### src/rtl/piso_register.sv
// piso_register: loads a parallel word and shifts it out one bit per shift_en strobe
module piso_register #(
  parameter int DataSize = 8,
  parameter int MsbFirst = 1
) (
  input  logic                clk,
  input  logic                reset,
  input  logic                load,
  input  logic [DataSize-1:0] d,
  input  logic                shift_en,
  output logic                q,
  output logic                busy,
  output logic                done
);
  localparam int CW = (DataSize > 1) ? $clog2(DataSize) : 1;
  localparam logic [CW-1:0] LAST = CW'(DataSize - 1);
  typedef enum logic [1:0] {IDLE, SHIFT, DONE} state_e;
  state_e state_q = IDLE;
  logic [DataSize-1:0] shadow_q = '0;
  logic [CW-1:0] cnt_q = '0;
  logic [CW-1:0] cnt_d;
  logic q_q = 1'b0;
  logic busy_q = 1'b0;
  logic done_q = 1'b0;
  logic first_bit, next_bit;
  // bit selection for the word being loaded and for the next counter position
  always_comb begin
    cnt_d = cnt_q + 1'b1;
    first_bit = (MsbFirst != 0) ? d[DataSize-1] : d[0];
    next_bit = shadow_q[(MsbFirst != 0) ? LAST - cnt_d : cnt_d];
  end
  // control FSM; every output is a register updated alongside the state
  always_ff @(posedge clk) begin
    if (reset) begin
      state_q <= IDLE;
      shadow_q <= '0;
      cnt_q <= '0;
      q_q <= 1'b0;
      busy_q <= 1'b0;
      done_q <= 1'b0;
    end else begin
      case (state_q)
        IDLE: begin
          done_q <= 1'b0;
          if (load) begin
            shadow_q <= d;
            cnt_q <= '0;
            q_q <= first_bit;
            busy_q <= 1'b1;
            state_q <= SHIFT;
          end
        end
        SHIFT: begin
          if (shift_en) begin
            if (cnt_q == LAST) begin
              q_q <= 1'b0;
              busy_q <= 1'b0;
              done_q <= 1'b1;
              state_q <= DONE;
            end else begin
              cnt_q <= cnt_d;
              q_q <= next_bit;
            end
          end
        end
        default: begin
          done_q <= 1'b0;
          state_q <= IDLE;
        end
      endcase
    end
  end
  assign q = q_q;
  assign busy = busy_q;
  assign done = done_q;
endmodule

### config.mk
export PLATFORM = sky130hd
export DESIGN_NAME = piso_register
export DESIGN_NICKNAME = d
export VERILOG_FILES = /design/src/rtl/piso_register.sv
export SDC_FILE = /design/constraint.sdc
export NUM_CORES = 1
export LEC_CHECK = 0
export ABC_AREA = 1
export BUFFER_PORTS_ARGS = -buffer_cell sky130_fd_sc_hd__buf_4
export CORE_MARGIN = 4
export CORE_UTILIZATION = 34
export CTS_CLUSTER_DIAMETER = 120
export DETAILED_ROUTE_END_ITERATION = 16
export SYNTH_ARGS = -nofsm -noshare
export SYNTH_HDL_FRONTEND = slang
export SYNTH_SLANG_ARGS = --single-unit
### constraint.sdc
create_clock -name clk -period 1.2 [get_ports clk]
set_input_delay 0.18 -clock clk [delete_from_list [all_inputs] [get_ports clk]]
set_output_delay 0.18 -clock clk [all_outputs]
set_load 0.02 [all_outputs]
## After elaboration in Yosys (flattened, before gate mapping)

Cells that the tools add are included.

| word-level totals | value |
|---|---|
| latch bits | 0 |
| memories | 0 |
| memory bits (writable) | 0 |
| flip-flop bits (word level) | 16 |
| word-level logic and storage cells | 43 |
| memory bits (read-only) | 0 |
| output and inout port bits | 3 |

| operators by class | value |
|---|---|
| shift operators | 0 |
| divide/modulo/power cells | 0 |
| bitwise logic cells | 1 |
| add/sub/neg operators | 2 |
| order comparisons | 1 |
| mux-type cells | 18 |
| reduce and logical (&&, ||, !) cells | 9 |
| equal/unequal tests | 6 |
| multipliers | 0 |

Operators with widths:

| kind | count |
|---|---|
| $mux 3 | 3 |
| $ne 2x2->1 const B | 4 |
| $reduce_and 4->1 | 2 |
| $mux 1 | 7 |
| $mux 2 | 3 |
| $pmux 3 s2 | 1 |
| $reduce_and 3->1 | 2 |
| $lt 3x4->1 const B | 1 |
| $pmux 1 s2 | 2 |
| $pmux 2 s2 | 1 |
| $reduce_and 2->1 | 2 |
| $add 3x1->3 const B | 1 |
| $bmux 1 s3 | 1 |
| $eq 3x3->1 const B | 1 |
| $sub 3x3->3 const A | 1 |
| $eq 2x1->1 const B | 1 |
| $logic_not 2->1 | 1 |
| $reduce_bool 2->1 | 1 |
| $reduce_or 2->1 | 1 |
| $not 1->1 | 1 |

## Logic depth before layout (Yosys ltp)

Gate-level depths: netlist of the first run.

| depth | value |
|---|---|
| depth in word-level cells | 7 |
| mapped depth | 9 |
| gate-level depth less buffers | 9 |

## Worst setup path after synthesis of the first run

OpenSTA, ideal clock, no wires.

| timing | value |
|---|---|
| path kind | reg2reg |
| start | reg cnt_q[0] |
| end | reg cnt_q[1] |
| period minus slack after synthesis | 1.230 ns |
| setup slack | -0.030 ns |
| required time | 1.130 ns |
| cell stages (with the launch flop) | 7 |
| arrival time | 1.160 ns |
| path buffers | 0 |
| library setup time | 0.070 ns |
| cell sequence | dfxtp_1 ha_1 ha_1 inv_1 o21ai_2 nand2_1 a21oi_1 |

| on the way | value |
|---|---|
| longest elaborated chain between the ends | 4 |
| elaborated cells on any way between the ends | 7 |
| those cells by class | add/sub (1); eq/ne (2); mux (3); reduce/logical (1) |

RTL lines:

| item | line | RTL |
|---|---|---|
| start, declared | 20 | `logic [CW-1:0] cnt_q = '0;` |
| start signal, assigned | 61 | `cnt_q <= cnt_d;` |
| $add 3x1->3 | 28 | `cnt_d = cnt_q + 1'b1;` |
| $mux 3 | 55 | `if (cnt_q == LAST) begin` |
| $mux 3 | 54 | `if (shift_en) begin` |
| $pmux 3 s2 | 42 | `case (state_q)` |

Several ways; a longest one is shown, not always the timed one. The select of a mux whose other input is x is not followed.
A chain may end at the register's enable or synchronous reset.

## Worst setup path in the final report of the first run

| timing | value |
|---|---|
| start | reg cnt_q[1] |
| end | reg q_q (netlist: q) |

| on the way | value |
|---|---|
| longest elaborated chain between the ends | 7 |
| elaborated cells on any way between the ends | 8 |
| those cells by class | add/sub (2); eq/ne (1); mux (5) |

RTL lines:

| item | line | RTL |
|---|---|---|
| $add 3x1->3 | 28 |  |
| $sub 3x3->3 | 30 | `next_bit = shadow_q[(MsbFirst != 0) ? LAST - cnt_d : cnt_d];` |
| $bmux 1 s3 | 30 |  |
| $mux 1 | 30 |  |
| $mux 1 * | 55 |  |
| $mux 1 * | 54 |  |
| $pmux 1 s2 * | 42 |  |
| end signal, assigned | 48 | `q_q <= first_bit;` |
| end signal, assigned | 62 | `q_q <= next_bit;` |
| end, declared | 22 | `logic q_q = 1'b0;` |

Every way passes the cells marked *; elsewhere a longest branch is shown, timed or not. The select of a mux whose other input is x is not followed.

==> results of run 1 <==
==> per-layer routing <==
metal  up-vias  part of all wire  GRT usage
met5         -                 0          0
met4         0             0.016    0.06250
met3         4             0.048    0.02098
met2        14              0.49     0.1723
met1       303              0.44     0.1220
li1        365                 -          -
==> area by class of cell <==
cell class | instances | area [um^2] | share of cell area
sequential | 16 | 325.3 | 0.3230
inverter | 18 | 67.56 | 0.06708
tap | 27 | 33.78 | 0.03354
multi-input combinational | 67 | 431.7 | 0.4286
clock buffer | 4 | 36.28 | 0.03602
timing repair buffer | 15 | 112.6 | 0.1118
==> final timing paths <==
check	start	slack, ns	depth (start not counted)	end
worst max register to register	cnt_q[1]$_SDFFE_PP0P_	0.04	6	q$_SDFFE_PP0P_
worst max-delay path	cnt_q[1]$_SDFFE_PP0P_	0.04	6	q$_SDFFE_PP0P_
worst min register to register	shadow_q[1]$_SDFFE_PP0P_	0.46	2	shadow_q[1]$_SDFFE_PP0P_
worst min-delay path	reset	0.1	2	cnt_q[2]$_SDFFE_PP0P_
==> logic make-up (layout without fill, tap and decap cells) <==
logic type      Yosys count  count (layout)  synth area share
compound gates           25              25            0.1700
simple gates             39              39            0.2492
buf+inv                  20              37            0.1089
fa+ha+maj                 3               3           0.04951
flops                    16              16            0.4224
==> what timing repair did <==
item,in CTS,in global routing
gates resized for setup,4,13
pin swaps,1,7
endpoints found under the setup margin,5,4
==> flip-flops by register name, summed over array words and instances, names as in the netlist <==
register and count:
shadow_q 8, busy 1, done 1, cnt_q 3, q 1, state_q 2
==> power by group <==
part	switching (mW)	total, mW	internal, mW
registers	0.0149	0.583	0.568
clock network	0.179	0.364	0.185
logic	0.137	0.233	0.0966
total	0.330	1.18	0.849
==> cell usage in the layout (no fill, tap or decap) <==
cell type	n
o21ai_1	2
ha_4	3
nand2_2	3
nor4_1	1
dfxtp_2	4
o21ai_4	1
buf_4	15
inv_1	15
nor3_1	1
dfxtp_1	12
a21oi_1	11
nor2_4	3
a21oi_2	3
nor2_1	3
clkbuf_4	3
nand3_1	7
clkbuf_8	1
inv_2	3
o21ai_0	8
nand3_2	2
nand2_4	1
nand2_1	18
==> worst max-delay path, delay by kind of cell, from the launching register on <==
family,cells,cell delay [ns]
simple gates,2,0.14
flops,1,0.35
compound gates,1,0.13
buf+inv,1,0.04
fa+ha+maj,2,0.44
==> stage by stage <==
step	cells	util
global placement	143	0.4375
detailed placement	143	0.4375
floorplan	103	-
global route	147	0.4933
finish	147	0.4933
CTS	147	0.4669
==> results.toml, run 1 <==
[run_status]
outcome = "completed"

[routing]
viasPerCell = 4.667
firstDrtPassIters = 4
drt_iter0_markers = 11
routedWlPerCell_um = 10.73
routed_wirelength_um = 1577
ant_nets = 0
drcViolationCount = 0
vias = 686

[global_route]
first_global_vias = 659
grt_max_degree = 18
grt_pass1_wl_um = 2656
grt_overflow = 0
antenna_found_initial = 0
grt_usage = 0.1039

[floorplanning]
start_util = 0.3713
core-area_um2 = 2042
dieArea_um2 = 3050
die_width_um = 55.23
rows = 16
io_pins = 15
die_y_um = 55.23

[critical_path]
crit_path_end_kind = "flip-flop"
worst_setup_path_start_kind = "flip-flop"
cp_max_fo = 3
critPathSlowestCell = "dfxtp_2"
cp.required_ns = 1.44
critical-path-max-stage-delay_ns = 0.35
crit_arrival_ns = 1.40
crit_type = "reg -> reg"
critical_path.cell_chain = "ha_4 -> ha_4 -> inv_1 -> nand3_2 -> nand3_2 -> a21oi_2"

[synth]
synthFlopType = "dfxtp_1"
ys_warn_count = 0
synth_area_leaders = "dfxtp_1 42%, nand2_1 9.9%, a21oi_1 9.2%, inv_1 7.9%, nand3_1 5.9%"
synth-edff-count = 0
synth_top_area_cell = "dfxtp_1"
synth.most_common_cell = "nand2_1"
seq_area_frac_synth = 0.4224
ys_types = 19
yosys_register_bits = 16
syn_area_per_cell_um2 = 7.361
async_flop_share = 0
synth_commonest_cells = "20 x nand2_1, 16 x dfxtp_1, 16 x inv_1"
synth_top_area_share = 0.4224
syn_area_um2 = 758.2
syn_nets = 118
syn_inst = 103

[place]
dp_slack_ns = -0.01297
numPortBuffers = 14
gp_congestion = 0.7275
hpwlAfterDp_um = 1142
placed_area_um2 = 893.4

[clock_network]
cts_tree = "built"
clk-insertion-delay-late_ns = 0.29
cts_root_buf = "clkbuf_4"
numCtsBuffers = 3
cts.path.max_buffers = 2
ctsHoldBuffers = 0
cts_htree_levels = 1
path_clk_slew_ns = 0.10
cts_setup_buffers = 0
cts.sinks = 16

[cells_and_area]
nets = 136
layout-drive-gt1-share = 0.3500
area_delta_synth_final_pct = 32.84
diodes = 0
nFillCells = 216
final_area_um2 = 1007

[pwr]
powerDensity_nw_per_um2 = 1171
total_power_mw = 1.180
max-vdd-ir-drop_v = 0.0006308
power_leakage_nw = 0.4361

[timing]
slew-limit-headroom = 0.8210
hold_viol_final = 0
slew_viol_final = 0
finalSetupTns_ns = 0
fmax_mhz = 859.0
period_needed_ns = 1.164
holdWs_ns = 0.09683
setup_violations = 0
worstMarginPinSlew_ns = 0.2660
skew_ns = 0.002099
grt_setup_unrepaired = "true"
layout_setup_ws_ns = 0.03580
finalCritPeriodShare = 0.9702

[worst_hold_path]
hp-class = "in -> reg"

[job]
drv_cap = 0
Power figures use the tool's default switching activity.
==> inputs of run 2 (changes only) <==
CTS_BUF_LIST = sky130_fd_sc_hd__clkbuf_4   (was not set)
==> run 2 against run 1 <==
  * Largest power group unchanged
  * Largest cell class unchanged
  * Critical path depth is 1 lower
  * Sequential share of layout area grew 0.49 points
  * Via count fell by 1.9%
  * Critical endpoint is now cnt_q[2]$_SDFFE_PP0P_
  * Non-clock buffer count unchanged
  * Clock power is 19% lower
  * Critical path type unchanged
  * Final cell count unchanged
  * Fmax rose by 1.0%
==> results.toml, run 2 (synthesis results as in run 1) <==
[clock_network]
cts.sinks = 16
clk-insertion-delay-late_ns = 0.29
cts_tree = "built"
cts_htree_levels = 1
cts_setup_buffers = 0
cts_root_buf = "clkbuf_4"
path_clk_slew_ns = 0.09
cts.path.max_buffers = 2
numCtsBuffers = 3

[run_status]
outcome = "completed"

[pwr]
p_sw_mw = 0.3240
sequentialPowerShare = 0.526
power_leakage_nw = 0.4246
powerDensity_nw_per_um2 = 1117
max-vdd-ir-drop_v = 0.0006182
clockPowerShare = 0.266
p_sw_frac = 0.2922
p_int_mw = 0.7847
p_comb_frac = 0.208

[routing]
firstDrtPassIters = 4
drcViolationCount = 0
routed_wirelength_um = 1540
ant_nets = 0
viasPerCell = 4.578
routedWlPerCell_um = 10.48
drt_iter0_markers = 9
vias = 673

[place]
numPortBuffers = 14
gp_congestion = 0.7275
dp.cells = 143
dp_slack_ns = -0.01297
hpwlAfterDp_um = 1142

[cells_and_area]
nets = 136
layout-drive-gt1-share = 0.3333
post-route-util = 0.4859
reg_top3 = "shadow_q x8, cnt_q x3, state_q x2"
area_delta_synth_final_pct = 30.86
regArea_um2 = 325.3
regMostFlops = "shadow_q"
largest_register_ffs = 8
diodes = 0
layout_commonest_cell = "nand2_1"
nFillCells = 221
final_cell_mix = "18 x nand2_1, 15 x inv_1, 15 x buf_4"
fin_cells = 147
multiInputGateArea_um2 = 426.7

[timing]
worstMarginPinSlew_ns = 0.2658
holdWs_ns = 0.1096
slew_viol_final = 0
period_needed_ns = 1.153
hold_viol_final = 0
slew-limit-headroom = 0.8212
skew_ns = 0.007354
finalCritPeriodShare = 0.9605
setup_violations = 0
finalSetupTns_ns = 0
layout_setup_ws_ns = 0.04734
fmax_mhz = 867.6

[critical_path]
cp.required_ns = 1.42
crit_type = "reg -> reg"
crit_path_end_kind = "flip-flop"
worst_setup_path_start_kind = "flip-flop"
cp_max_fo = 4
crit_arrival_ns = 1.38
reg2reg_slack_ns = 0.05

[global_route]
antenna_found_initial = 0
grt_usage = 0.1024
first_global_vias = 651
grt_max_degree = 18
grt_overflow = 0
grt_pass1_wl_um = 2608

[floorplanning]
rows = 16
start_util = 0.3713
die_y_um = 55.23
core-area_um2 = 2042
die_width_um = 55.23
io_pins = 15
dieArea_um2 = 3050

[worst_hold_path]
hp-class = "in -> reg"

[job]
drv_cap = 0
run 2: changes by cell type in the layout (fill, tap and decap cells not counted), sizes merged:
cell / delta
clkbuf: -1
clkinv: +1
run 2: metal layers:
metal  up-vias  share of wire  global-route usage
met2        11           0.47              0.1672
met4         0          0.014             0.06250
met1       294           0.47              0.1220
met5         -              0                   0
met3         4          0.045             0.02098
li1        364              -                   -
run 2: critical path, cell delays in order (launching register included):
cell and delay (ns):
dfxtp_2 0.35, ha_4 0.17, ha_4 0.16, nor2_4 0.13, nand3_1 0.14, a21oi_2 0.14
run 2: final cells by class:
class	instances	share of cell area
clock buffers	3	0.02270
well taps	27	0.03405
repair buffers	15	0.1135
inverters	18	0.06810
multi-input cells	67	0.4300
clock inverters	1	0.003783
flip-flops and latches	16	0.3279
run 2: path summary, 6_finish.rpt:
| path | startpoint | end | depth (start not counted) |
|---|---|---|---|
| min | reset | cnt_q[2]$_SDFFE_PP0P_ | 2 |
| max | cnt_q[1]$_SDFFE_PP0P_ | cnt_q[2]$_SDFFE_PP0P_ | 5 |
| min reg2reg | shadow_q[5]$_SDFFE_PP0P_ | shadow_q[5]$_SDFFE_PP0P_ | 2 |
| max reg2reg | cnt_q[1]$_SDFFE_PP0P_ | cnt_q[2]$_SDFFE_PP0P_ | 5 |
run 2: what timing repair did:
item                                    in CTS  in global routing
hold buffers                                 0                  0
endpoints found under the setup margin       5                  4
resized for setup                            4                 12
pin swaps                                    1                  4
run 2: power groups by stage:
stage / Combinational [mW] / Clock [mW] / Sequential (mW)
after floorplan: 0.136 / 0 / 0.601
after detailed placement: 0.213 / 0 / 0.592
after global placement: 0.210 / 0 / 0.592
after CTS: 0.218 / 0.301 / 0.582
final: 0.230 / 0.295 / 0.583
after global routing: 0.263 / 0.315 / 0.587
run 2: per-stage QoR:
step           instance area [um^2]  total power [mW]
2_1_floorplan                 762.0            0.7376
3_3_place_gp                  893.4            0.8027
3_5_place_dp                  893.4            0.8053
4_1_cts                       943.4             1.100
5_1_grt                       992.2             1.164
6_report                      992.2             1.109
